<file path="config.mk">
export PLATFORM = sky130hd
export DESIGN_NAME = instruction_memory_loader
export DESIGN_NICKNAME = d
export VERILOG_FILES = /design/src/rtl/instr_mem_pkg.sv /design/src/rtl/loader_addr_counter.sv /design/src/rtl/instruction_memory_loader.sv
export SDC_FILE = /design/constraint.sdc
export NUM_CORES = 1
export LEC_CHECK = 0
export CORE_AREA = 10 10 113 115
export CTS_CLUSTER_SIZE = 10
export DETAILED_ROUTE_END_ITERATION = 16
export DIE_AREA = 0 0 123 125
export DONT_BUFFER_PORTS = 1
export SLEW_MARGIN = 0
export SYNTH_ARGS = -nofsm -noshare
export SYNTH_HDL_FRONTEND = slang
export SYNTH_SLANG_ARGS = --single-unit
</file>
<file path="constraint.sdc">
create_clock -name clk -period 4 [get_ports clk]
set_input_delay 0.8 -clock clk [delete_from_list [all_inputs] [get_ports clk]]
set_output_delay 0.8 -clock clk [all_outputs]
set_load 0.01 [all_outputs]
</file>
<file path="src/rtl/instr_mem_pkg.sv">
// Shared constants and state type for the instruction memory loader.
// Image depth is fixed at a power of two so the write pointer wraps by itself.
package instr_mem_pkg;

  localparam int ADDR_WIDTH = 3;
  localparam int DATA_WIDTH = 32;
  localparam int DEPTH = 1 << ADDR_WIDTH;

  localparam logic [DATA_WIDTH-1:0] NOP = 32'h0000_0000;

  typedef enum logic [1:0] {
    IDLE,
    LOAD,
    DONE
  } loader_state_t;

  function automatic logic count_ok(
    input logic [ADDR_WIDTH:0] c
  );
    return (c != '0) &&
           (c <= (ADDR_WIDTH+1)'(DEPTH));
  endfunction

endpackage

</file>
<file path="src/rtl/loader_addr_counter.sv">
// Write pointer (modulo DEPTH) and remaining-word down-counter.
// last flags that the next step consumes the final word.
module loader_addr_counter
  import instr_mem_pkg::*;
(
  input  logic                  clk,
  input  logic                  reset,
  input  logic                  load,
  input  logic                  step,
  input  logic [ADDR_WIDTH-1:0] base,
  input  logic [ADDR_WIDTH:0]   count,
  output logic [ADDR_WIDTH-1:0] ptr,
  output logic                  last
);

  logic [ADDR_WIDTH:0] rem;

  always_ff @(posedge clk or negedge reset) begin
    if (!reset) begin
      ptr <= '0;
      rem <= '0;
    end else if (load) begin
      ptr <= base;
      rem <= count;
    end else if (step) begin
      ptr <= ptr + 1'b1;
      rem <= rem - 1'b1;
    end
  end

  assign last = (rem == (ADDR_WIDTH+1)'(1));

endmodule

</file>
<file path="src/rtl/instruction_memory_loader.sv">
// Streams instruction words into the 8x32 instruction memory.
// Each accepted word is written exactly one cycle later.
module instruction_memory_loader
  import instr_mem_pkg::*;
(
  input  logic                  clk,
  input  logic                  reset,
  input  logic                  start,
  input  logic [ADDR_WIDTH-1:0] base_addr,
  input  logic [ADDR_WIDTH:0]   word_count,
  input  logic                  abort,
  input  logic                  in_valid,
  input  logic [DATA_WIDTH-1:0] in_data,
  output logic                  in_ready,
  output logic                  wr_en,
  output logic [ADDR_WIDTH-1:0] wr_addr,
  output logic [DATA_WIDTH-1:0] wr_data,
  output logic                  busy,
  output logic                  done,
  output logic                  error,
  output logic [ADDR_WIDTH:0]   words_written,
  output logic [DATA_WIDTH-1:0] checksum
);

  loader_state_t state;
  loader_state_t state_nxt;

  logic [ADDR_WIDTH-1:0] ptr;
  logic                  last;
  logic                  accept;
  logic                  start_ok;
  logic                  start_bad;
  logic                  kill;

  assign start_ok  = (state == IDLE) && start &&
                     count_ok(word_count);
  assign start_bad = (state == IDLE) && start &&
                     !count_ok(word_count);
  assign kill      = (state == LOAD) && abort;
  // abort wins over a same-cycle handshake
  assign accept    = in_ready && in_valid && !abort;

  loader_addr_counter u_cnt (
    .clk   (clk),
    .reset (reset),
    .load  (start_ok),
    .step  (accept),
    .base  (base_addr),
    .count (word_count),
    .ptr   (ptr),
    .last  (last)
  );

  always_ff @(posedge clk or negedge reset) begin
    if (!reset) state <= IDLE;
    else        state <= state_nxt;
  end

  always_comb begin
    state_nxt = state;
    in_ready  = 1'b0;
    busy      = 1'b0;
    done      = 1'b0;
    unique case (state)
      IDLE: begin
        if (start_ok) state_nxt = LOAD;
      end
      LOAD: begin
        busy     = 1'b1;
        in_ready = 1'b1;
        if (abort)
          state_nxt = IDLE;
        else if (accept && last)
          state_nxt = DONE;
      end
      DONE: begin
        busy      = 1'b1;
        done      = 1'b1;
        state_nxt = IDLE;
      end
      default: state_nxt = IDLE;
    endcase
  end

  always_ff @(posedge clk or negedge reset) begin
    if (!reset) begin
      wr_en         <= 1'b0;
      wr_addr       <= '0;
      wr_data       <= NOP;
      error         <= 1'b0;
      words_written <= '0;
      checksum      <= '0;
    end else begin
      wr_en <= accept;
      if (accept) begin
        wr_addr       <= ptr;
        wr_data       <= in_data;
        checksum      <= checksum ^ in_data;
        words_written <= words_written + 1'b1;
      end
      if (start_ok) begin
        checksum      <= '0;
        words_written <= '0;
        error         <= 1'b0;
      end else if (start_bad || kill) begin
        error <= 1'b1;
      end
    end
  end

endmodule

</file>
After elaboration in Yosys (flattened, before gate mapping)
Cells that the tools add are included.

storage, ports and cells
  flip-flop bits (word level) = 82
  output and inout port bits = 76
  word-level logic and storage cells = 53

operators by class
  add/sub/neg operators = 3
  $lt $le $gt $ge = 1
  equal/unequal tests = 5
  mux-type cells = 17
  bitwise operators = 1
  reduce and logical (&&, ||, !) cells = 17

operator list
  operator               count
  $mux W32               2
  $xor A32 B32 Y32       1
  $mux W4                4
  $logic_and A1 B1 Y1    8
  $mux W2                3
  $mux W3                2
  $mux W1                5
  $add A4 B1 Y4 const B  1
  $eq A4 B1 Y1 const B   1
  $le A4 B4 Y1 const B   1
  $pmux W2 S2            1
  $reduce_bool A2 Y1     2
  $reduce_bool A4 Y1     1
  $sub A4 B1 Y4 const B  1
  $add A3 B1 Y3 const B  1
  $ne A3 B2 Y1 const B   1
  $eq A2 B1 Y1 const B   1
  $eq A2 B2 Y1 const B   1
  $logic_not A1 Y1       2
  $logic_not A2 Y1       1
  $ne A2 B2 Y1 const B   1
  $reduce_and A2 Y1      1
  $reduce_or A2 Y1       1
  $logic_or A1 B1 Y1     1

Logic depth before layout (Yosys ltp)
Gate-level depths: netlist of the first run.

  depth after elaboration = 8
  depth in mapped cells = 8
  gate-level depth less buffers = 5

Hierarchy
Synthesis of the first run repeated with hierarchy kept, for this count alone.

unflattened totals
  cells, all modules = 327
  area, all modules = 3393.3 sq um

modules (own cells, without submodules)
  module                     instances  cells an instance  area an instance (sq um)
  instruction_memory_loader  1          289                2990.4
  loader_addr_counter        1          38                 402.9

Worst setup path after synthesis of the first run
Ideal clock, no wire load.

  path type = input port to flip-flop
  start point = input word_count[1]
  end point = register u_cnt.ptr[0]
  setup time = 0.125 ns
  arrival time = 1.947 ns
  data required time = 3.875 ns
  path slack = 1.928 ns
  stages on the path = 4
  buffers on the path = 1
  path through = o31a_1 > or3b_1 > buf_6 > mux2_4

on the way
  cells in the longest elaborated chain, start to end = 4

RTL lines
  item                                                       RTL line                                  RTL
  start, declared                                            instruction_memory_loader.sv:10           input logic [ADDR_WIDTH:0] word_count,
  $le A4 B4 Y1 / $reduce_bool A4 Y1 (equally long branches)  instr_mem_pkg.sv:21, instr_mem_pkg.sv:20
  $logic_and A1 B1 Y1 (*)                                    instr_mem_pkg.sv:20                       return (c != '0) &&
  $logic_and A1 B1 Y1 (*)                                    instruction_memory_loader.sv:35           assign start_ok = (state == IDLE) && start &&
  $mux W3 / $reduce_bool A2 Y1 (equally long branches)       -
  end signal, assigned                                       loader_addr_counter.sv:23                 ptr <= base;
  end signal, assigned                                       loader_addr_counter.sv:26                 ptr <= ptr + 1'b1;
  end, declared                                              loader_addr_counter.sv:12                 output logic [ADDR_WIDTH-1:0] ptr,

Mark *: on every way between the ends. The rest lies on a longest branch, timed or not.
A chain may end at the register's enable or synchronous reset.

Worst setup path after layout of the first run
  start point = register state[1]
  end point = output in_ready

on the way
  cells in the longest elaborated chain, start to end = 2

RTL lines
  item                    RTL line                         RTL
  start, declared         instruction_memory_loader.sv:25  loader_state_t state;
  start signal, assigned  instruction_memory_loader.sv:56  else state <= state_nxt;
  $eq A2 B1 Y1            instruction_memory_loader.sv:64  unique case (state)
  $mux W1                 instruction_memory_loader.sv:64
  end, declared           instruction_memory_loader.sv:14  output logic in_ready,

Every way passes these cells.

==> results of run 1 <==
## final timing paths
kind                               from            to  cells past startpoint  slack, ns
setup / recovery               state[1]      in_ready                      3       1.49
hold / removal                    reset  checksum[15]                      0       0.14
setup reg to reg               state[1]  u_cnt.rem[2]                      6       1.94
hold reg to reg            u_cnt.ptr[2]    wr_addr[2]                      1       0.55
max in group asynchronous         reset    wr_data[1]                      0       3.76
min in group clk           u_cnt.ptr[2]    wr_addr[2]                      1       0.55
## routing by layer
metal  part of all wire  vias to the layer above  routed length, µm  track usage
met4              0.016                        0                153       0.0493
met1               0.40                     1194               3830        0.146
met3               0.11                       11               1050       0.0558
met5                  0                        -                  0            0
met2               0.47                       85               4500        0.194
li1                   -                     1092                  -            -
## stage by stage
step,utilization,instance area [µm²],std cells
4_1_cts,0.375,3980,467
3_3_place_gp,0.354,3760,452
5_1_grt,0.375,3980,467
6_report,0.375,3980,467
3_5_place_dp,0.354,3760,452
2_1_floorplan,-,3640,329
## layout make-up
| type | instances | area share |
|---|---|---|
| Tap cell | 140 | 0.0440 |
| Inverter | 6 | 0.00566 |
| Clock buffer | 13 | 0.0399 |
| Sequential cell | 82 | 0.516 |
| Multi-Input combinational cell | 220 | 0.372 |
| Timing Repair Buffer | 4 | 0.00755 |
| Clock inverter | 2 | 0.0151 |
## logic make-up (layout without fill, tap and decap cells)
kind of cell / Yosys count / count (layout)
mux: 13 / 13
fa+ha+maj: 8 / 8
xor+xnor: 38 / 38
flops: 82 / 82
simple gates: 148 / 148
buf+inv: 27 / 25
compound gates: 13 / 13
## power by group through the flow
stage	logic (µW)	clock network (µW)	registers [µW]
floorplan	625	0	1560
global placement	732	0	1670
detailed placement	764	0	1690
CTS	772	696	1670
global route	874	733	1710
finish	755	667	1650
## state kept, by name (all words and copies together), names as in the netlist
| name | count |
|---|---|
| state | 2 |
| words_written | 4 |
| u_cnt.rem | 4 |
| error | 1 |
| checksum | 32 |
| wr_en | 1 |
| wr_data | 32 |
| wr_addr | 3 |
| u_cnt.ptr | 3 |
## cells in the mapped netlist, types with 2 or more instances
master and count:
xnor2_1 4, inv_1 6, or3_1 3, buf_1 7
mux2i_1 2, ha_1 8, mux2_4 6, mux2_2 5
o21ai_0 4, a21oi_1 3, dfrtp_1 82, xor2_1 34
nor4b_1 2, nand4b_1 35, clkbuf_1 7, buf_2 6
nand2_1 65, nor2_1 35
==> results_dict.tcl, run 1 <==
set metrics [dict create \
    drive_gt1_frac 0.0948 \
    drv_slew 0 \
    place_ws_ns 1.71 \
    post_drt_wl_per_cell_um 20.4 \
    seq_area_frac_synth 0.564 \
    p_per_area_nw_per_um2 771 \
    clk_latency_ns 0.35 \
    fillers 1065 \
    dieHeight_um 125 \
    cap_violations 0 \
    synth-edff-count 0 \
    sequentialPowerShare 0.536 \
    end_kind "primary output" \
    cts_resized 0 \
    multi_input_area_um2 1480 \
    status "finished clean" \
    cp_max_fo 24 \
    p_switching_uw 1160 \
    synth_area_um2 3640 \
    die_w_um 123 \
    slew_headroom 0.715 \
    comb_power_share 0.246 \
    detail-route-antenna-nets 0 \
    num_vias 2382 \
    post-route-period-util 0.628 \
    cts_made_buffers 9 \
    wl_mm 9.53 \
    clk_pin_slew_ns 0.08 \
    synth_top_flop_cell "dfrtp_1" \
    ys_ff_latch 82 \
    grt_max_degree 83 \
    final_common_cell "dfrtp_1" \
    syn2layout_area_growth_pct 9.32 \
    tightestPinTransition_ns 0.427 \
    grt_usage 0.124 \
    async_flop_share 1.00 \
    yosysWarnings 0 \
    synth_area_leaders "dfrtp_1, nand4b_1, xor2_1, nand2_1, nor2_1" \
    final.setup.tns_ns 0 \
    cp.required_ns 3.20 \
    synth_compound_gate_area_share 0.0241 \
    fin_ws_ns 1.49 \
    holdWs_ns 0.141 \
    synthXorXnorAreaFrac 0.0915 \
    crit_buf_inv 2 \
    ios 120 \
    num_antenna_cells 0 \
    power_uw 3070 \
    yosysUniqueCellTypes 33 \
    yosysTopAreaCellShare 0.564 \
    layout.nets 375 \
    muxShareOfSynthArea 0.0457 \
    cts_tree "done" \
    clock_power_share 0.217 \
    antenna_found_initial 0 \
    ir_drop_mv 0.300 \
    synthAdderAreaFrac 0.0275 \
    clockBufferDepth 2 \
    crit_path_cell_trace "inv_1 > ha_2 > buf_4" \
    clock-sinks 82 \
    portBuffers 0 \
    critPathSlowestCell "ha_2" \
    power.internal_uw 1910 \
    mostFrequentLayoutCells "dfrtp_1, nand2_1, nand4b_1, nor2_1, xor2_1" \
    synth_top_cell_by_area "dfrtp_1" \
    place_congestion 0.739 \
    rows 38 \
    die_area_um2 15400 \
    first_pass_iters 6 \
    cts_setup_buffers 0 \
    postSynthNetCount 381 \
    crit_path_start_kind "register" \
    regArea_um2 2050 \
    grt_pass1_wl_mm 14.9 \
    fin_skew_ns 0.00917 \
    finalHoldViolCount 0 \
    critPathTopFamily "buffers and inverters" \
    crit_type "reg2out" \
    grt_pass1_vias 2486 \
    cts.htree.levels 3 \
    syn_inst 329 \
    fin_crit_ns 2.51 \
    max_freq_ghz 0.398 \
    slowest_delay_ns 0.46 \
    grt-ovfl-total 0 \
    p_leak_uw 0.00192 \
    drt-vias-per-instance 5.10 \
    drt_iter0_drc 180 \
    worstPathArrival_ns 1.71 \
    drc 0 \
    yosys.area_share.simple 0.215 \
    avgSynthCellArea_um2 11.1 \
    synth_top_family_by_area "simple AND/OR/NAND/NOR gates" \
    postCtsHoldBufs 0 \
    dp_hpwl_mm 6.43 \
    setup_violations 0 \
    rsz0062_at_grt "false" \
    p_sw_frac 0.377 \
    hold_path.class "in2async" \
    start_util 0.343 \
    root_buffer "clkbuf_8" \
    coreArea_um2 10600 \
]
No activity file was read; power rests on OpenSTA's default activity.
==> run 2: changes to the inputs <==
==> constraint.sdc (replaced) <==
create_clock -name clk -period 2.6 [get_ports clk]
set_input_delay 0.52 -clock clk [delete_from_list [all_inputs] [get_ports clk]]
set_output_delay 0.52 -clock clk [all_outputs]
set_load 0.01 [all_outputs]
==> run 2 against run 1 <==
Net effect:
- final area rose by 0.82%
- final cell count up 0.43%
- sequential share of layout area shrank 0.42 points
- total power is 55% higher
- non-clock buffer count increased by 1
- largest power group unchanged
==> results_dict.tcl, run 2 (same netlist as run 1, synthesis figures left out) <==
set metrics [dict create \
    clk_latency_ns 0.36 \
    ir_drop_mv 0.746 \
    power.internal_uw 2900 \
    post_drt_wl_per_cell_um 20.1 \
    regArea_um2 2050 \
    critPathTopFamily "simple AND/OR/NAND/NOR gates" \
    layout.nets 376 \
    r2r-start "state[1]" \
    max_freq_ghz 0.460 \
    top_regs "checksum (32), wr_data (32)" \
    syn2layout_area_growth_pct 10.2 \
    crit_path_start_kind "register" \
    end_kind "register" \
    slew_headroom 0.466 \
    cp.required_ns 2.84 \
    cap_violations 0 \
    slowest_delay_ns 0.69 \
    p_per_area_nw_per_um2 1190 \
    grt_max_degree 83 \
    place_congestion 0.747 \
    grt_pass1_wl_mm 14.7 \
    postCtsHoldBufs 1 \
    final_common_cell "dfrtp_1" \
    portBuffers 0 \
    cts_setup_buffers 0 \
    grt_pass1_vias 2504 \
    first_pass_iters 4 \
    clk_pin_slew_ns 0.09 \
    crit_path_cell_trace "inv_1 > ha_1 > nand2_1 > nor3b_4 > buf_4 > nor2_1" \
    tightestPinTransition_ns 0.801 \
    grt-ovfl-total 0 \
    final.setup.tns_ns 0 \
    fin_crit_ns 2.17 \
    worstPathArrival_ns 2.42 \
    status "finished clean" \
    antenna_found_initial 0 \
    comb_power_share 0.247 \
    cts_tree "done" \
    rsz0062_at_grt "false" \
    dp_cells 452 \
    die_area_um2 15400 \
    num_vias 2398 \
    coreArea_um2 10600 \
    die_w_um 123 \
    ios 120 \
    detail-route-antenna-nets 0 \
    drive_gt1_frac 0.106 \
    drc 0 \
    cts_made_buffers 9 \
    critPathSlowestCell "nor3b_4" \
    wl_mm 9.44 \
    fillers 1024 \
    cts.htree.levels 3 \
    p_switching_uw 1860 \
    setup_violations 0 \
    multi_input_area_um2 1480 \
    fin_skew_ns 0.00942 \
    clockBufferDepth 2 \
    drt-vias-per-instance 5.11 \
    startpoint "state[1]" \
    clock_power_share 0.221 \
    post-route-period-util 0.837 \
    cts_resized 0 \
    hold_path.class "in2async" \
    place_ws_ns 0.341 \
    cp_max_fo 20 \
    rows 38 \
    dieHeight_um 125 \
    instances_no_fill 469 \
    clock-sinks 82 \
    grt_usage 0.122 \
    finalHoldViolCount 0 \
    start_util 0.343 \
    dp_hpwl_mm 6.28 \
    root_buffer "clkbuf_8" \
    sequentialPowerShare 0.533 \
    crit_type "reg2reg" \
    drt_iter0_drc 201 \
    p_sw_frac 0.391 \
    p_leak_uw 0.00192 \
    drv_slew 0 \
    mostFrequentLayoutCells "dfrtp_1, nand2_1, nand4b_1, nor2_1, xor2_1" \
    fin_ws_ns 0.425 \
    num_antenna_cells 0 \
    crit_buf_inv 2 \
]
-- run 2: cell count changes in the layout (fill, tap and decap cells not counted), sizes merged --
cell	change
clkinvlp	+3
inv	+2
clkbuf	-4
buf	+1
-- run 2: metrics by stage --
stage          hold WS [ns]  utilization  power, µW  instance area, µm²
3_5_place_dp          0.227        0.354       3750                3760
3_3_place_gp          0.227        0.354       3700                3760
4_1_cts              0.0511        0.378       4860                4010
6_report             0.0585        0.378       4760                4010
5_1_grt              0.0611        0.378       5140                4010
2_1_floorplan         0.224            -       3360                3640
-- run 2: layout make-up --
cell class,count,area share
flip-flops and latches,82,0.512
multi-input cells,220,0.369
well taps,140,0.0437
clock buffers,9,0.0309
clock inverters,7,0.0250
repair buffers,5,0.0144
inverters,6,0.00562
-- run 2: final timing paths --
| check | endpoint | slack (ns) | cells after the start |
|---|---|---|---|
| setup / recovery | checksum[2] | 0.43 | 6 |
| hold / removal | wr_data[12] | 0.06 | 1 |
| setup reg to reg | checksum[2] | 0.43 | 6 |
| hold reg to reg | wr_addr[1] | 0.55 | 1 |
| max in group asynchronous | wr_addr[0] | 2.21 | 1 |
| min in group clk | u_cnt.ptr[1] | 0.31 | 1 |
-- run 2: per-layer routing --
metal	part of all wire	routed length (µm)	track usage	up-vias
li1	-	-	-	1083
met1	0.41	3910	0.148	1217
met2	0.47	4400	0.186	89
met3	0.11	1050	0.0576	9
met4	0.0084	79	0.0439	0
met5	0	0	0	-
-- run 2: power groups by stage --
stage | registers (µW) | logic (µW) | clock network (µW)
3_5_place_dp | 2590 | 1160 | 0
5_1_grt | 2620 | 1360 | 1160
6_report | 2530 | 1170 | 1050
2_1_floorplan | 2390 | 962 | 0
3_3_place_gp | 2580 | 1120 | 0
4_1_cts | 2570 | 1200 | 1100
==> run 3: changes to the inputs <==
==> constraint.sdc (replaced) <==
create_clock -name clk -period 1.9 [get_ports clk]
set_input_delay 0.38 -clock clk [delete_from_list [all_inputs] [get_ports clk]]
set_output_delay 0.38 -clock clk [all_outputs]
set_load 0.01 [all_outputs]
==> run 3 against run 2 <==
Net effect:
- the flow now finishes with violations (negative hold slack)
- via count up 0.13%
- final area up 2.2%
- final cell count up 1.9%
- sequential cell count unchanged
- die area unchanged
- core utilization up 0.84 points
- worst hold slack worse by 0.34 ns
- first-iteration DRC count up 2.0%
- critical endpoint is now state[0]
- largest power group unchanged
==> results_dict.tcl, run 3 (same netlist as run 1, synthesis figures left out) <==
set metrics [dict create \
    status "finished with violations" \
    violations "negative hold slack" \
    finalHoldViolCount 82 \
    crit_buf_inv 2 \
    rows 38 \
    post_drt_wl_per_cell_um 19.9 \
    start_util 0.343 \
    hold_path.class "in2async" \
    p_switching_uw 2490 \
    dp_hpwl_mm 6.39 \
    power.internal_uw 4090 \
    post-route-period-util 0.948 \
    mostFrequentLayoutCells "dfrtp_1, nand2_1, nand4b_1, nor2_1, xor2_1" \
    rsz0062_at_grt "false" \
    drive_gt1_frac 0.130 \
    clk_latency_ns 0.35 \
    grt_max_degree 83 \
    portBuffers 0 \
    max_freq_ghz 0.555 \
    crit_path_start_kind "register" \
    cp_max_fo 39 \
    drc 0 \
    cp.required_ns 2.13 \
    crit_path_cell_trace "inv_1 > ha_2 > buf_12 > nor2b_1 > a221oi_1 > mux2_2" \
    layout.nets 385 \
    die_area_um2 15400 \
    drv_slew 0 \
    setup_violations 0 \
    antenna_found_initial 0 \
    tightestPinTransition_ns 0.419 \
    fin_skew_ns 0.00715 \
    wl_mm 9.50 \
    drt_iter0_drc 205 \
    syn2layout_area_growth_pct 12.7 \
    cts_tree "done" \
    final_common_cell "dfrtp_1" \
    power_uw 6570 \
    num_antenna_cells 0 \
    clock_power_share 0.215 \
    critPathSlowestCell "mux2_2" \
    dp_cells 457 \
    first_pass_iters 5 \
    ir_drop_mv 0.797 \
    startpoint "state[1]" \
    end_kind "register" \
    cts_resized 0 \
    p_leak_uw 0.00197 \
    cts.htree.levels 3 \
    slowest_delay_ns 0.37 \
    dieHeight_um 125 \
    grt_usage 0.121 \
    critPathTopFamily "multiplexers" \
    die_w_um 123 \
    detail-route-antenna-nets 0 \
    grt_pass1_vias 2445 \
    ios 120 \
    top_regs "checksum (32), wr_data (32)" \
    holdWs_ns -0.280 \
    r2r-start "state[1]" \
    cts_made_buffers 9 \
    worstPathArrival_ns 2.03 \
    comb_power_share 0.256 \
    grt-ovfl-total 0 \
    p_per_area_nw_per_um2 1600 \
    slew_headroom 0.721 \
    num_vias 2401 \
    p_sw_frac 0.378 \
    crit_type "reg2reg" \
    clockBufferDepth 2 \
    coreArea_um2 10600 \
    place_congestion 0.758 \
    clock-sinks 82 \
    drt-vias-per-instance 5.02 \
    fin_crit_ns 1.80 \
    instances_no_fill 478 \
    sequentialPowerShare 0.529 \
    cap_violations 0 \
    root_buffer "clkbuf_8" \
    clk_pin_slew_ns 0.08 \
    final.setup.tns_ns 0 \
    grt_pass1_wl_mm 14.5 \
]
-- run 3: cell count changes in the layout (fill, tap and decap cells not counted) --
cell        change
buf_12          +3
buf_16          -1
buf_4           +7
clkbuf_8        +1
clkinv_2        +1
clkinv_4        +2
clkinvlp_4      -2
inv_6           -2
-- run 3: worst paths after layout --
check	endpoint	cells past startpoint	slack [ns]
min reg2reg	wr_addr[2]	1	0.54
max reg2reg	state[0]	6	0.1
min in group clk	u_cnt.ptr[0]	1	0.17
max in group asynchronous	words_written[2]	0	2.06
min	wr_data[28]	0	-0.28
max	state[0]	6	0.1
-- run 3: cell type report --
class,instances,area [µm²]
timing repair buffer,14,143
fill,1040,6500
clock inverter,6,90.1
sequential,82,2050
clock buffer,10,138
tap,140,175
multi-input combinational,220,1480
inverter,6,22.5
-- run 3: metal layers --
| layer | track usage | share of wire |
|---|---|---|
| met2 | 0.184 | 0.47 |
| met1 | 0.145 | 0.41 |
| met4 | 0.0404 | 0.014 |
| met3 | 0.0630 | 0.10 |
| met5 | 0 | 0 |
-- run 3: power by group through the flow --
stage,Sequential [µW],Combinational [µW],Clock (µW)
global route,3600,1920,1570
detailed placement,3560,1670,0
finish,3480,1680,1420
floorplan,3280,1320,0
CTS,3520,1690,1480
global placement,3530,1630,0
-- run 3: what timing repair did --
item                                    CTS  global route
endpoints found under the setup margin    0             4
hold endpoints to repair                 82            82
setup buffers                             0             5
-- run 3: through the flow --
step	cell area, µm²	setup slack (ns)	utilization
5_1_grt	4100	0.0166	0.387
2_1_floorplan	3640	0.143	-
6_report	4100	0.0989	0.387
4_1_cts	4060	0.0323	0.383
3_3_place_gp	3830	0.0764	0.362
3_5_place_dp	3830	0.0421	0.362
-- run 3: worst register-to-register path, delay by kind of cell (launching register included) --
kind | cells | cell delay, ns
AOI/OAI and AO/OA | 1 | 0.33
DFF | 1 | 0.36
adders and majority gates | 1 | 0.20
and+or+nand+nor | 1 | 0.15
buffers and inverters | 2 | 0.28
muxes | 1 | 0.37
==> variant: new RTL, config.mk and constraints of run 3 <==
Encoding of `loader_state_t`: now one-hot (3 bits for 3 states).
--- a/src/rtl/instr_mem_pkg.sv
+++ b/src/rtl/instr_mem_pkg.sv
@@ -10,6 +10,6 @@
 
-  typedef enum logic [1:0] {
-    IDLE,
-    LOAD,
-    DONE
+  typedef enum logic [2:0] {
+    IDLE = 3'b001,
+    LOAD = 3'b010,
+    DONE = 3'b100
   } loader_state_t;
Function: same outputs for any inputs over 10 cycles, from zero or initial values and one cycle with reset low; not proved beyond that.
==> variant against run 3 <==
  * The flow still finishes with violations (negative hold slack)
  * Count of clock-buffer cells in the layout is 2 higher
  * Worst hold slack better by 0.0021 ns
  * Cell count down 1.5%
  * Setup slack improved by 0.076 ns
  * Non-clock buffer count is 6 lower
  * Cell area fell by 6.4%
  * Critical path type is now reg2out
  * Core utilization down 2.5 points
  * First-iteration DRC count down 49%
  * Wire length shrank 7.5%
  * Global-route usage shrank 0.93 points
  * Sequential cell count up 1
  * Synthesized area fell by 6.0%
Power is not compared: it rests on default switching activity, and its combinational part moved more than twofold at a synthesized area within 25%.
==> variant: results <==
outcome:
  status: "complete, but fails checks"
  violations: "negative hold slack"
timing:
  finalHoldWorstSlack_ns: -0.278
  worst_pin_slew_ns: 0.401
  hold_violations: 83
  skew_ns: 0.00703
route:
  wl_met1_um: 3350
  routed-wl-met2_um: 4340
  drtPass1Iterations: 4
  via_per_inst: 4.76
  num_vias: 2243
  met3_wirelength_um: 1030
  wirelength_um: 8790
  drtIter0Drc: 104
critical_path:
  r2r_cells: 4
  slowest_stage: "dfstp_2"
  reg2reg_slack_ns: 0.21
  r2r_end: "u_cnt.rem[1]$_DFFE_PN0P_"
  cp_top_family: "flip-flops"
  crit_path_max_incr_delay_ns: 0.58
  cp.arrival_ns: 1.34
  cp_max_fo: 4
  reg2reg_from: "state[0]$_DFFE_PN1P_"
clocking:
  cts-resized-gates: 0
  cts_buffers: 9
  clock_path_buffers: 2
  cts-root-buf: "clkbuf_8"
yosys:
  synthCells: 324
  ys_types: 36
  ys_warn_count: 0
  ys_seq_area_share_pct: 60.8
  synth_fa_ha_area_share_pct: 1.46
  syn-num-nets: 372
  synthTopCellsByCount: "dfrtp_1 (82), nand2_1 (69), nor2_1 (39), nand3_1 (35), xor2_1 (34)"
  synth_compound_area_share_pct: 3.37
  synth.area.top_cells: "dfrtp_1 (60%), xor2_1 (8.7%), nand2_1 (7.6%), nand3_1 (5.1%), nor2_1 (4.3%)"
  synthMuxAreaShare_pct: 0.988
  synth_xor_area_share_pct: 9.22
finish:
  finalNetCount: 374
  drive_above_1_share_pct: 9.97
global_route:
  grt_pass1_vias: 2363
  grt_max_degree: 84
  grt_usage_pct: 11.2
  grt_pass1_wl_um: 13400
power_and_ir_drop:
  p_leak_nw: 1.96
placed_design:
  dp_cells: 455
  gp_congestion: 0.757
  postPlaceCellArea_um2: 3590
  dp_slack_ns: 0.202
  dp_hpwl_um: 6140
==> variant: cell types whose count changed in the layout (fill, tap and decap cells not counted), moves of 3 or more <==
cell / change
a221o_1: +5
buf_4: -4
ha_1: -3
inv_1: -3
mux2_4: -6
nand2_1: +3
nand2b_1: +4
nand3_1: +34
nand4b_1: -35
nor2_1: +4
o21ai_0: -3
or3_1: -3
==> variant: how the worst max path moves through the flow <==
| stage | start | end | slack, ns | cells past startpoint |
|---|---|---|---|---|
| after floorplan | word_count[1] | u_cnt.rem[1]$_DFFE_PN0P_ | 0.25 | 4 |
| after global routing | state[2]$_DFFE_PN0P_ | busy | 0.12 | 2 |
| after global placement | word_count[1] | u_cnt.rem[2]$_DFFE_PN0P_ | 0.21 | 3 |
| after CTS | state[0]$_DFFE_PN1P_ | busy | 0.15 | 2 |
| final | state[0]$_DFFE_PN1P_ | busy | 0.18 | 2 |
| after detailed placement | word_count[1] | u_cnt.rem[1]$_DFFE_PN0P_ | 0.20 | 3 |
==> variant: power breakdown <==
group          internal (mW)  switching, mW  total, mW
clock network          0.911          0.612       1.52
logic                  0.177          0.187      0.364
registers               2.02          0.317       2.33
==> variant: cell type report <==
class                   instances  area [µm²]
fillers                      1028        6770
flip-flops and latches         83        2080
multi-input cells             220        1250
well taps                     140         175
clock buffers                  12         145
clock inverters                 4        97.6
repair buffers                  8        72.6
inverters                       4        15.0
==> variant: worst register-to-register path: stages (launching register included) <==
cell      delay [ns]
dfstp_2         0.58
and4bb_2        0.26
and3_4          0.33
nor2_2          0.10
a221o_1         0.31
==> variant: metal layers <==
metal	vias to the layer above	track usage [%]
met4	0	3.77
met2	72	18.2
met3	5	5.49
met5	-	0
li1	1055	-
met1	1111	12.5
